[src/rtl/config_initiator.sv]
// Builds LArPix config packets for the tx UART and collects read responses.
// Optional feature macro: CFG_PARITY_CHECK_EN (response parity checking).
module config_initiator #(
    parameter int WIDTH          = 64,
    parameter int GLOBAL_ID      = 255,
    parameter int TIMEOUT_CYCLES = 1024
) (
    input  logic             clk,
    input  logic             reset_n,
    input  logic             cmd_valid,
    output logic             cmd_ready,
    input  logic             cmd_read,
    input  logic [7:0]       cmd_chip_id,
    input  logic [7:0]       cmd_addr,
    input  logic [7:0]       cmd_data,
    output logic [WIDTH-1:0] tx_data,
    output logic             ld_tx_data,
    input  logic             tx_busy,
    input  logic [WIDTH-1:0] rx_data,
    input  logic             rx_data_flag,
    output logic             resp_valid,
    output logic [7:0]       resp_data,
    output logic [7:0]       resp_chip_id,
    output logic             resp_parity_err,
    output logic [7:0]       resp_count,
    output logic             done,
    output logic             timeout_err,
    output logic             busy
);

    localparam int TW = $clog2(TIMEOUT_CYCLES) + 1;

    localparam logic [1:0]    CONFIG_WRITE_OP = 2'b10;
    localparam logic [1:0]    CONFIG_READ_OP  = 2'b11;
    localparam logic [31:0]   MAGIC_NUMBER    = 32'h8950_4e47;
    localparam logic [7:0]    GID             = 8'(GLOBAL_ID);
    localparam logic [TW-1:0] START_LAST      = TW'(14);
    localparam logic [TW-1:0] TIMER_LAST      = TW'(TIMEOUT_CYCLES - 1);

    typedef enum logic [2:0] {
        IDLE,
        BUILD,
        LOAD_TX,
        WAIT_TX_START,
        WAIT_TX_DONE,
        WAIT_RESP,
        DONE,
        FINISH
    } state_t;

    state_t        state;
    logic [TW-1:0] timer;
    logic          rd_q;
    logic          glob_q;
    logic [7:0]    chip_q;
    logic [7:0]    addr_q;
    logic          to_q;

    logic rx_match;
    logic par_ok;
    logic expired;

    function automatic logic [WIDTH-1:0] build_pkt(
        input logic       rd,
        input logic [7:0] chip,
        input logic [7:0] addr,
        input logic [7:0] data
    );
        logic [WIDTH-1:0] p;
        p          = '0;
        p[1:0]     = rd ? CONFIG_READ_OP : CONFIG_WRITE_OP;
        p[9:2]     = chip;
        p[17:10]   = addr;
        p[25:18]   = rd ? 8'h00 : data;
        p[57:26]   = MAGIC_NUMBER;
        p[WIDTH-1] = ~^p[WIDTH-2:0];
        return p;
    endfunction

`ifdef CFG_PARITY_CHECK_EN
    assign par_ok = ^rx_data;
`else
    logic unused_rx;
    assign unused_rx = ^{rx_data[WIDTH-1], rx_data[61:26]};
    assign par_ok    = 1'b1;
`endif

    assign rx_match = rx_data_flag
                   && rx_data[1:0] == CONFIG_READ_OP
                   && rx_data[62]
                   && rx_data[17:10] == addr_q
                   && (glob_q || rx_data[9:2] == chip_q);

    assign expired = timer == TIMER_LAST;

    always_ff @(posedge clk or negedge reset_n) begin
        if (!reset_n) begin
            state           <= IDLE;
            timer           <= '0;
            rd_q            <= 1'b0;
            glob_q          <= 1'b0;
            chip_q          <= '0;
            addr_q          <= '0;
            to_q            <= 1'b0;
            cmd_ready       <= 1'b1;
            tx_data         <= '0;
            ld_tx_data      <= 1'b0;
            resp_valid      <= 1'b0;
            resp_data       <= '0;
            resp_chip_id    <= '0;
            resp_parity_err <= 1'b0;
            resp_count      <= '0;
            done            <= 1'b0;
            timeout_err     <= 1'b0;
            busy            <= 1'b0;
        end else begin
            ld_tx_data      <= 1'b0;
            resp_valid      <= 1'b0;
            resp_parity_err <= 1'b0;
            done            <= 1'b0;
            timeout_err     <= 1'b0;
            unique case (state)
                IDLE: begin
                    if (cmd_valid && cmd_ready) begin
                        rd_q       <= cmd_read;
                        glob_q     <= cmd_chip_id == GID;
                        chip_q     <= cmd_chip_id;
                        addr_q     <= cmd_addr;
                        resp_count <= '0;
                        tx_data    <= build_pkt(cmd_read, cmd_chip_id,
                                                cmd_addr, cmd_data);
                        cmd_ready  <= 1'b0;
                        busy       <= 1'b1;
                        state      <= BUILD;
                    end
                end
                BUILD: begin
                    if (!tx_busy) begin
                        ld_tx_data <= 1'b1;
                        state      <= LOAD_TX;
                    end
                end
                LOAD_TX: begin
                    timer <= '0;
                    state <= WAIT_TX_START;
                end
                // Fall through if the UART never reports busy.
                WAIT_TX_START: begin
                    if (tx_busy || timer == START_LAST) begin
                        state <= WAIT_TX_DONE;
                    end else begin
                        timer <= timer + 1'b1;
                    end
                end
                WAIT_TX_DONE: begin
                    if (!tx_busy) begin
                        timer <= '0;
                        to_q  <= 1'b0;
                        state <= rd_q ? WAIT_RESP : DONE;
                    end
                end
                WAIT_RESP: begin
                    timer <= timer + 1'b1;
                    if (rx_match) begin
                        resp_valid      <= 1'b1;
                        resp_data       <= rx_data[25:18];
                        resp_chip_id    <= rx_data[9:2];
                        resp_parity_err <= !par_ok;
                        if (resp_count != 8'hff) begin
                            resp_count <= resp_count + 1'b1;
                        end
                    end
                    // A match in the expiry cycle still wins.
                    if (rx_match && par_ok && !glob_q) begin
                        to_q  <= 1'b0;
                        state <= DONE;
                    end else if (expired) begin
                        to_q  <= glob_q ? (resp_count == '0 && !rx_match)
                                        : 1'b1;
                        state <= DONE;
                    end
                end
                DONE: begin
                    done        <= 1'b1;
                    timeout_err <= to_q;
                    state       <= FINISH;
                end
                FINISH: begin
                    cmd_ready <= 1'b1;
                    busy      <= 1'b0;
                    state     <= IDLE;
                end
                default: state <= IDLE;
            endcase
        end
    end

endmodule

[config.mk]
export PLATFORM = sky130hd
export DESIGN_NAME = config_initiator
export DESIGN_NICKNAME = d
export VERILOG_FILES = /design/src/rtl/config_initiator.sv
export SDC_FILE = /design/constraint.sdc
export NUM_CORES = 1
export LEC_CHECK = 0
export CAP_MARGIN = 0
export CELL_PAD_IN_SITES_DETAIL_PLACEMENT = 2
export CELL_PAD_IN_SITES_GLOBAL_PLACEMENT = 2
export CORE_AREA = 5 5 145 147
export CTS_CLUSTER_DIAMETER = 40
export CTS_CLUSTER_SIZE = 25
export DETAILED_ROUTE_END_ITERATION = 12
export DIE_AREA = 0 0 150 152
export GPL_TIMING_DRIVEN = 0
export PLACE_DENSITY = 0.85
export RECOVER_POWER = 100
export SYNTH_ARGS = -nofsm -noshare
export SYNTH_HDL_FRONTEND = slang
export SYNTH_SLANG_ARGS = --single-unit
[constraint.sdc]
create_clock -name clk -period 2.25 [get_ports clk]
set_input_delay 0.3375 -clock clk [delete_from_list [all_inputs] [get_ports clk]]
set_output_delay 0.3375 -clock clk [all_outputs]
set_load 0.005 [all_outputs]
== Yosys cells after proc, flatten, opt, wreduce, memory -nomap -nowiden ==
Index checks and enable logic that the tools add are counted.
Cells by class
  $add $sub $neg: 2
  equal/unequal tests: 22
  muxes and demuxes: 32
  reductions and logical operators: 25
Operators with widths (count)
  63-bit XNOR reduction: 1
  11-bit one-hot mux with 4 select lines: 1
  8-bit 2-to-1 mux: 4
  3-bit one-hot mux with 8 select lines: 1
  11-bit 2-to-1 mux: 2
  3-bit 2-to-1 mux: 6
  8-bit == test: 2
  8-bit one-hot mux with 2 select lines: 1
  2-bit != test (second input constant): 7
  1-bit 2-to-1 mux: 13
  3-bit == test (second input constant): 4
  11-bit by 1-bit adder with 11-bit output (second input constant): 1
  11-bit by 10-bit == test with 1-bit output (second input constant): 1
  11-bit by 4-bit == test with 1-bit output (second input constant): 1
  8-bit by 1-bit adder with 8-bit output (second input constant): 1
  8-bit == test (second input constant): 1
  8-bit logical NOT: 1
  8-bit != test (second input constant): 1
  1-bit logical AND: 7
  3-bit by 2-bit == test with 1-bit output (second input constant): 2
  1-bit one-hot mux with 2 select lines: 3
  2-bit AND reduction: 3
  3-bit AND reduction: 2
  2-bit nonzero test: 3
  10 further kinds: 12
Storage, ports and cells
  register bits after elaboration: 103
  bits of input ports: 94

== Logic depth before layout (Yosys ltp) ==
Gate-level depths: netlist of run 1.
  depth after elaboration: 11
  mapped depth: 9
  mapped depth without buffers: 8

== Worst setup path before layout of run 1 ==
OpenSTA, ideal clock, no wires.
  kind: register -> register
  start point: register, netlist name tx_data[9]
  end point: register resp_chip_id[1]
  library setup time: 125 ps
  arrival time: 2012 ps
  path slack: 114 ps
  stages on the path, launching flop included: 7
  buffers on the path: 1
  period minus slack after synthesis: 2136 ps
  cells stage by stage: dfrtp_1 xor2_1 nor4_1 a21oi_1 nor4_4 buf_6 mux2_2
RTL lines
  end signal: assignment: line 167  | resp_chip_id <= rx_data[9:2];
  end: declaration: line 23  | output logic [7:0] resp_chip_id,

==> flow_metrics.env, run 1 <==
export IMPL_swShare_pct=34.1
export IMPL_status="finished, final reports clean"
export IMPL_vias=3564
export IMPL_cts_tree="done"
export IMPL_io_pins=189
export IMPL_endpoint_kind="flop"
export IMPL_rsz0062_at_grt="yes"
export IMPL_grt_pass1_vias=3991
export IMPL_async_flop_share_pct=100
export IMPL_via_per_inst=4.14
export IMPL_row_count=52
export IMPL_slew_headroom_pct=39.9
export IMPL_seq_power_share_pct=32.3
export IMPL_portBuffers=126
export IMPL_clk_pin_slew_ps=60
export IMPL_finClkSkew_ps=6.26
export IMPL_numCtsBuffers=9
export IMPL_hold_viol_final=0
export IMPL_final_cells=861
export IMPL_setup_tns_ps=0
export IMPL_wl_um=14100
export IMPL_power_density_nw_per_um2=978
export IMPL_synth_common_cells="82 x nand2_1, 72 x dfrtp_1, 39 x buf_4"
export IMPL_fp_dieW_um=150
export IMPL_min_period_over_period_pct=96.4
export IMPL_grt_use_total_pct=12.5
export IMPL_setup_violations=0
export IMPL_synth_ff_type="dfrtp_1"
export IMPL_insertion_delay_ps=330
export IMPL_hp_class="input port to flop"
export IMPL_netlist_area_um2=4010
export IMPL_syn_area_per_cell_um2=9.55
export IMPL_path_max_fanout=10
export IMPL_pwr_share_comb_pct=41.8
export IMPL_min_period_ps=2170
export IMPL_coreArea_um2=19800
export IMPL_initial_utilization_pct=20.3
export IMPL_cts_num_sinks=73
export IMPL_netlist_area_leader_share_pct=44.9
export IMPL_drv_cap=0
export IMPL_crit_type="flop to flop"
export IMPL_grt_max_degree=42
export IMPL_slew_violations=0
export IMPL_clock_path_buffers=2
export IMPL_htreeDepth=3
export IMPL_nets=688
export IMPL_startpoint_type="flop"
export IMPL_dp_hpwl_um=11000
export IMPL_critPathLaunch="tx_data[9]"
export IMPL_cp_arrival_ps=2390
export IMPL_dieArea_um2=22800
export IMPL_die_h_um=152
export IMPL_wl_per_cell_um=16.4
export IMPL_synth_top_area_cell="dfrtp_1"
export IMPL_diodes=0
export IMPL_root_buffer="clkbuf_16"
export IMPL_synth_area_top_cells="dfrtp_1 45%, nand2_1 7.7%, buf_4 7.3%, mux2_2 4.5%, xnor2_1 4.4%"
export IMPL_yosysSeqAreaShare_pct=45.6
export IMPL_p_total_uw=6000
export IMPL_clock_fmax_mhz=461
export IMPL_synthDistinctLibCells=49
export IMPL_ys_warnings_count=0
export IMPL_final_antenna_net_count=0
export IMPL_leakagePower_uw=0.00292
export IMPL_grt_pass1_wl_um=22400
export IMPL_drc=0
export IMPL_synth_most_common_cell="nand2_1"
export IMPL_hp_start="rx_data[9]"
export IMPL_place_inst=841
export IMPL_cp_data_required_time_ps=2470
export IMPL_drt_iter0_drc=109
export IMPL_drive_above_1_share_pct=16.6
export IMPL_gp_congestion=0.751
export IMPL_overflow=0
export IMPL_power_switching_uw=2050
export IMPL_rr_startpoint="tx_data[9]"
export IMPL_fin_util_pct=31.0
export IMPL_antenna_found_initial=0
export IMPL_synth_edff_count=0
export IMPL_dr_pass1_iters=4
export IMPL_synthCells=420
export IMPL_p_clk_share_pct=26.0
export IMPL_power_internal_uw=3950
export IMPL_area_delta_synth_final_pct=52.9
export IMPL_vdd_drop_max_mv=0.482
export IMPL_tightestPinTransition_ps=901
export IMPL_ys_ff_latch=73
==> final timing paths <==
path                                        end  slack [ps]  cells past startpoint
worst min-delay path            resp_chip_id[7]         350                      2
max in group asynchronous          resp_data[6]         380                      3
worst max register to register  resp_chip_id[4]          80                      7
worst max-delay path            resp_chip_id[4]          80                      7
min in group asynchronous              timer[4]         660                      2
worst min register to register      tx_data[21]         460                      2
==> stage by stage <==
stage / setup WS (ps) / area, um2 / hold slack [ps]
after floorplan: 114 / 4100 / 41.9
after global placement: -2030 / 5700 / 449
after detailed placement: -886 / 5730 / 345
after CTS: 21.7 / 6110 / 473
after global routing: -53.7 / 6130 / 353
final: 82.0 / 6130 / 348
==> layout make-up <==
class | count | area [um2]
fillers | 2240 | 13600
multi-input cells | 309 | 1950
flip-flops and latches | 73 | 1830
repair buffers | 132 | 1310
plain buffers | 54 | 365
well taps | 270 | 338
clock buffers | 13 | 250
clock inverters | 3 | 65.1
inverters | 7 | 26.3
==> metal layers <==
layer	GRT usage, %	share of wire [%]	routed length (um)	up-vias
met3	3.93	6.1	860	11
met5	0	0	0	-
met4	3.14	1.2	163	0
li1	-	-	-	1693
met1	14.8	40	5610	1768
met2	21.9	53	7490	92
==> kinds of logic (layout without fill, tap and decap cells) <==
family,Yosys count,after routing,synth area share [%]
adder cells (fa/ha/maj),8,8,2.50
XOR/XNOR,40,40,9.08
AO/OA/AOI/OAI,53,53,8.02
flip-flops,73,73,45.6
other,1,25,0.0935
AND/OR/NAND/NOR,167,167,20.6
multiplexers,16,16,4.49
buffers and inverters,62,209,9.70
==> power groups by stage <==
stage                     Clock [uW]  Sequential, uW  Combinational, uW
after floorplan                    0            1930               1220
after global placement             0            1960               2470
after detailed placement           0            1980               2560
after CTS                       1620            1960               2640
after global routing            1660            2000               2780
final                           1560            1930               2510
==> repair_timing <==
item | CTS | global route
buffers inserted | 2 | 2
resized for setup | 9 | 13
hold endpoints to repair | 31 | 0
setup endpoints to repair | 48 | 33
hold buffers | 1 | 0
pin swaps | 3 | 2
==> critical path, stage by stage (launching register included) <==
cell,delay [ps]
dfrtp_1,420
xor2_1,190
nor4_2,390
a21oi_2,130
buf_4,160
nor4_4,210
buf_6,210
mux2_2,340
==> cell usage in the layout, fill, tap and decap left out, types with 3 or more instances in the layout <==
cell type        synthesis  layout
a21oi_1                 19      17
and3_1                   5       5
buf_4                   39      29
clkbuf_1                13      12
clkbuf_16                0       9
clkbuf_2                 0       4
clkbuf_4                 0      14
clkdlybuf4s50_1          0      67
conb_1                   1      25
dfrtp_1                 72      72
dlygate4sd3_1            0      58
ha_1                     8       8
inv_1                    7       7
mux2_2                  16      15
nand2_1                 82      82
nand3_1                  7       7
nand3b_1                 9       9
nand4_1                  7       7
nor2_1                  18      18
nor3_1                   6       6
nor4_2                   0       4
nor4b_1                  3       3
o21ai_0                 15      15
o31ai_1                  3       3
or3_1                    9       9
xnor2_1                 20      20
xor2_1                  19      19
==> registers in the layout, indices dropped and copies added (netlist names), 3 cells and up <==
| name | flops |
|---|---|
| resp_count | 8 |
| addr_q | 7 |
| timer | 11 |
| tx_data | 13 |
| state | 3 |
| chip_q | 7 |
| resp_chip_id | 8 |
| resp_data | 8 |
Note: power is estimated with default switching activity, not from simulation.
==> run 2, diff against run 1 <==
--- a/config.mk
+++ b/config.mk
@@ -8,12 +8,13 @@
 export CAP_MARGIN = 0
 export CELL_PAD_IN_SITES_DETAIL_PLACEMENT = 2
 export CELL_PAD_IN_SITES_GLOBAL_PLACEMENT = 2
-export CORE_AREA = 5 5 145 147
+export CORE_AREA = 5 5 133 160
 export CTS_CLUSTER_DIAMETER = 40
 export CTS_CLUSTER_SIZE = 25
 export DETAILED_ROUTE_END_ITERATION = 12
-export DIE_AREA = 0 0 150 152
+export DIE_AREA = 0 0 138 165
 export GPL_TIMING_DRIVEN = 0
+export MAX_ROUTING_LAYER = met4
 export PLACE_DENSITY = 0.85
 export RECOVER_POWER = 100
 export SYNTH_ARGS = -nofsm -noshare
==> flow_metrics.env, run 2 (synthesis gave the netlist of run 1 again) <==
export IMPL_status="finished, final reports clean"
export IMPL_drt_iter0_drc=115
export IMPL_cts_num_sinks=73
export IMPL_finClkSkew_ps=6.08
export IMPL_cts_tree="done"
export IMPL_layout_commonest_cell="clkdlybuf4s50_1"
export IMPL_slew_headroom_pct=26.9
export IMPL_overflow=0
export IMPL_wl_per_cell_um=16.9
export IMPL_path_buf_inv=2
export IMPL_final_antenna_net_count=0
export IMPL_area_delta_synth_final_pct=53.5
export IMPL_coreArea_um2=19500
export IMPL_drc=0
export IMPL_min_period_over_period_pct=99.2
export IMPL_drive_above_1_share_pct=17.5
export IMPL_nets=689
export IMPL_rsz0062_at_grt="yes"
export IMPL_antenna_found_initial=0
export IMPL_dieArea_um2=22800
export IMPL_timing_critical_path_mode_cell="nand4_1"
export IMPL_setup_violations=0
export IMPL_slowest_stage="or4_1"
export IMPL_via_per_inst=4.23
export IMPL_hp_class="flop to flop"
export IMPL_cp_arrival_ps=2490
export IMPL_drv_cap=0
export IMPL_slew_violations=0
export IMPL_dr_pass1_iters=4
export IMPL_gp_congestion=0.746
export IMPL_hold_slack_ps=466
export IMPL_grt_use_total_pct=12.8
export IMPL_insertion_delay_ps=330
export IMPL_critPathMaxStageDelay_ps=510
export IMPL_cpLargestDelayFamily="simple AND/OR/NAND/NOR gates"
export IMPL_n_fill_cell=2235
export IMPL_root_buffer="clkbuf_16"
export IMPL_crit_type="input port to flop"
export IMPL_clock_path_buffers=2
export IMPL_row_count=56
export IMPL_die_h_um=165
export IMPL_dp_hpwl_um=11300
export IMPL_tightestPinTransition_ps=1100
export IMPL_top_register="tx_data"
export IMPL_p_total_uw=5930
export IMPL_path_max_fanout=3
export IMPL_diodes=0
export IMPL_vias=3597
export IMPL_mostFrequentLayoutCells="86 x clkdlybuf4s50_1, 82 x nand2_1, 72 x dfrtp_1"
export IMPL_grt_max_degree=57
export IMPL_cp_data_required_time_ps=2500
export IMPL_clk_pin_slew_ps=50
export IMPL_layout_top_registers="tx_data x13, timer x11"
export IMPL_numCtsBuffers=9
export IMPL_endpoint_kind="flop"
export IMPL_vdd_drop_max_mv=0.429
export IMPL_regToRegSetupSlack_ps=70
export IMPL_clock_fmax_mhz=448
export IMPL_initial_utilization_pct=20.6
export IMPL_io_pins=189
export IMPL_power_density_nw_per_um2=963
export IMPL_grt_pass1_wl_um=22300
export IMPL_worstPathCellList="clkdlybuf4s50_1 > nand4_1 > buf_4 > nor2_2 > nand4_1 > o21ba_4 > or4_1 > a21oi_1"
export IMPL_largest_reg_flops=13
export IMPL_portBuffers=126
export IMPL_min_period_ps=2230
export IMPL_grt_pass1_vias=4194
export IMPL_leakagePower_uw=0.00287
export IMPL_startpoint_type="input port"
export IMPL_fp_dieW_um=138
export IMPL_wl_um=14400
export IMPL_htreeDepth=3
export IMPL_hold_viol_final=0
==> run 2: changes by cell type in the layout (fill, tap and decap cells not counted), moves of 2 or more <==
cell	delta
dlygate4sd3_1	-18
clkbuf_2	-2
nor4_4	+2
nor4_2	-2
bufinv_16	-2
or3_1	-2
clkdlybuf4s50_1	+19
or3_4	+2
clkbuf_4	-13
buf_4	+14
==> run 2: final timing paths <==
kind,start,end,cells after the start
max,rx_data_flag,resp_count[6],8
min,tx_data[23],tx_data[23],2
max reg2reg,tx_data[9],resp_chip_id[5],6
min reg2reg,tx_data[23],tx_data[23],2
max in group asynchronous,reset_n,cmd_ready,3
min in group asynchronous,reset_n,resp_data[2],2
==> run 2: through the flow <==
step | area (um2) | cells | worst slack, ps | utilization, % | TNS (ps)
after global placement | 5690 | 831 | -2030 | 29.2 | -173700
after floorplan | 4100 | 444 | 114 | - | 0
after CTS | 6080 | 851 | 22.9 | 31.2 | 0
after detailed placement | 5710 | 832 | -1050 | 29.3 | -33860
after global routing | 6160 | 851 | -28.4 | 31.6 | -121
final | 6160 | 851 | 17.1 | 31.6 | 0
==> run 2: layer usage <==
metal	global-route usage [%]	vias up	share of wire, %
met3	3.19	22	4.2
met2	23.1	98	54
li1	-	1698	-
met4	4.85	0	2.6
met1	13.6	1779	40
met5	-	-	0
==> run 2: timing repair <==
action	in CTS	in global routing
setup endpoints to repair	59	32
gates resized for setup	11	23
pin swaps	5	7
endpoints found under the hold margin	17	0
hold buffers	1	0
setup buffers	4	1
==> run 2: area by class of cell <==
cell class	count	area (um2)	area share [%]
multi-input combinational	309	2000	32.6
sequential	73	1830	29.7
timing repair buffer	133	1330	21.7
buffer	54	373	6.06
tap	261	327	5.30
clock buffer	14	264	4.29
inverter	7	26.3	0.427
==> run 2: power by group <==
group / switching (uW) / internal, uW / total, uW
Combinational: 1240 / 1420 / 2660
Clock: 518 / 796 / 1310
Sequential: 314 / 1640 / 1950
==> run 2: worst min-delay path: stages (launching register included) <==
cell and delay, ps:
dfrtp_1 330, nand2_1 50, nand2_1 50
==> run 3, diff against run 2 <==
--- a/config.mk
+++ b/config.mk
@@ -17,6 +17,7 @@
 export MAX_ROUTING_LAYER = met4
 export PLACE_DENSITY = 0.85
 export RECOVER_POWER = 100
+export SKIP_CTS_REPAIR_TIMING = 1
 export SYNTH_ARGS = -nofsm -noshare
 export SYNTH_HDL_FRONTEND = slang
 export SYNTH_SLANG_ARGS = --single-unit
==> flow_metrics.env, run 3 (synthesis gave the netlist of run 1 again) <==
export IMPL_status="finished, final reports clean"
export IMPL_startpoint_type="input port"
export IMPL_cp_arrival_ps=2430
export IMPL_cts_num_sinks=73
export IMPL_top_register="tx_data"
export IMPL_grt_pass1_wl_um=21900
export IMPL_p_total_uw=5830
export IMPL_leakagePower_uw=0.00292
export IMPL_setup_tns_ps=0
export IMPL_dieArea_um2=22800
export IMPL_drive_above_1_share_pct=16.6
export IMPL_power_internal_uw=3790
export IMPL_layout_top_registers="tx_data x13, timer x11"
export IMPL_clock_path_buffers=2
export IMPL_gp_congestion=0.746
export IMPL_fp_dieW_um=138
export IMPL_min_period_ps=2220
export IMPL_dp_hpwl_um=11300
export IMPL_portBuffers=126
export IMPL_postLayoutSetupSlackWorst_ps=26.7
export IMPL_root_buffer="clkbuf_16"
export IMPL_seq_power_share_pct=33.3
export IMPL_drt_iter0_drc=111
export IMPL_vdd_drop_max_mv=0.431
export IMPL_row_count=56
export IMPL_endpoint_kind="flop"
export IMPL_n_fill_cell=2233
export IMPL_power_density_nw_per_um2=953
export IMPL_wl_per_cell_um=16.7
export IMPL_grt_max_degree=57
export IMPL_wl_um=14300
export IMPL_coreArea_um2=19500
export IMPL_swShare_pct=35.0
export IMPL_insertion_delay_ps=330
export IMPL_setup_violations=0
export IMPL_cp_data_required_time_ps=2460
export IMPL_slew_headroom_pct=27.0
export IMPL_htreeDepth=3
export IMPL_antenna_found_initial=0
export IMPL_largest_reg_flops=13
export IMPL_nets=691
export IMPL_hold_viol_final=0
export IMPL_final_cells=853
export IMPL_layout_commonest_cell="nand2_1"
export IMPL_io_pins=189
export IMPL_place_area_um2=5710
export IMPL_crit_type="input port to flop"
export IMPL_numCtsBuffers=9
export IMPL_overflow=0
export IMPL_cts_tree="done"
export IMPL_drv_cap=0
export IMPL_die_h_um=165
export IMPL_place_inst=832
export IMPL_diodes=0
export IMPL_final_cell_area_um2=6120
export IMPL_finClkSkew_ps=7.02
export IMPL_p_clk_share_pct=22.6
export IMPL_rsz0062_at_grt="yes"
export IMPL_initial_utilization_pct=20.6
export IMPL_area_delta_synth_final_pct=52.6
export IMPL_final_antenna_net_count=0
export IMPL_preCtsSetupSlack_ps=-1050
export IMPL_clock_fmax_mhz=450
export IMPL_pwr_share_comb_pct=44.0
export IMPL_grt_pass1_vias=4161
export IMPL_clk_pin_slew_ps=50
export IMPL_slew_violations=0
export IMPL_mostFrequentLayoutCells="82 x nand2_1, 72 x dfrtp_1, 69 x clkdlybuf4s50_1"
export IMPL_min_period_over_period_pct=98.8
export IMPL_via_per_inst=4.21
export IMPL_tightestPinTransition_ps=1100
export IMPL_grt_use_total_pct=12.6
export IMPL_power_switching_uw=2040
export IMPL_hp_class="input port to flop"
export IMPL_dr_pass1_iters=4
export IMPL_path_max_fanout=10
export IMPL_drc=0
export IMPL_vias=3591
## run 3: cell count changes in the layout (fill, tap and decap cells not counted), moves of 2 or more
| cell | previous run | this run |
|---|---|---|
| clkdlybuf4s50_1 | 86 | 69 |
| dlygate4sd3_1 | 40 | 56 |
| a21oi_2 | 3 | 0 |
| a21oi_1 | 16 | 18 |
| clkbuf_1 | 11 | 13 |
| or3_1 | 7 | 9 |
| or3_4 | 2 | 0 |
## run 3: power groups by stage
stage,Combinational [uW],Clock (uW),Sequential [uW]
CTS,2580,1360,1970
finish,2570,1320,1940
floorplan,1220,0,1930
detailed placement,2560,0,1980
global route,2840,1420,2010
global placement,2460,0,1960
## run 3: critical path: stages
cell and delay, ps:
clkdlybuf4s50_1 440, xor2_1 190, nor4_4 430, a21oi_4 120, buf_4 160, nor4_4 190
buf_6 210, mux2_2 350
## run 3: worst paths after layout
kind	start	slack [ps]	cells past startpoint	end
max reg2reg	cmd_ready	40	7	resp_count[6]
min	rx_data[6]	350	2	resp_chip_id[4]
max	rx_data[4]	30	8	resp_chip_id[5]
max in group asynchronous	reset_n	610	3	cmd_ready
min in group asynchronous	reset_n	730	2	resp_data[2]
min reg2reg	tx_data[23]	470	2	tx_data[23]
## run 3: layout make-up
class	instances	area, um2	share of cell area [%]
plain buffers	55	368	6.01
flip-flops and latches	73	1830	29.9
well taps	261	327	5.34
clock buffers	14	264	4.31
multi-input cells	309	1960	32.1
repair buffers	134	1340	22.0
inverters	7	26.3	0.429
## run 3: stage by stage
step / utilization [%] / hold slack, ps
after floorplan: - / 41.9
after global placement: 29.2 / 448
after detailed placement: 29.3 / 236
after CTS: 30.7 / -124
after global routing: 31.4 / 339
final: 31.4 / 347
## run 3: layer usage
metal	track usage (%)	up-vias	part of all wire, %
met2	22.7	105	54
met1	13.5	1769	39
li1	-	1695	-
met5	-	-	0
met4	4.54	0	2.7
met3	3.13	22	4.3
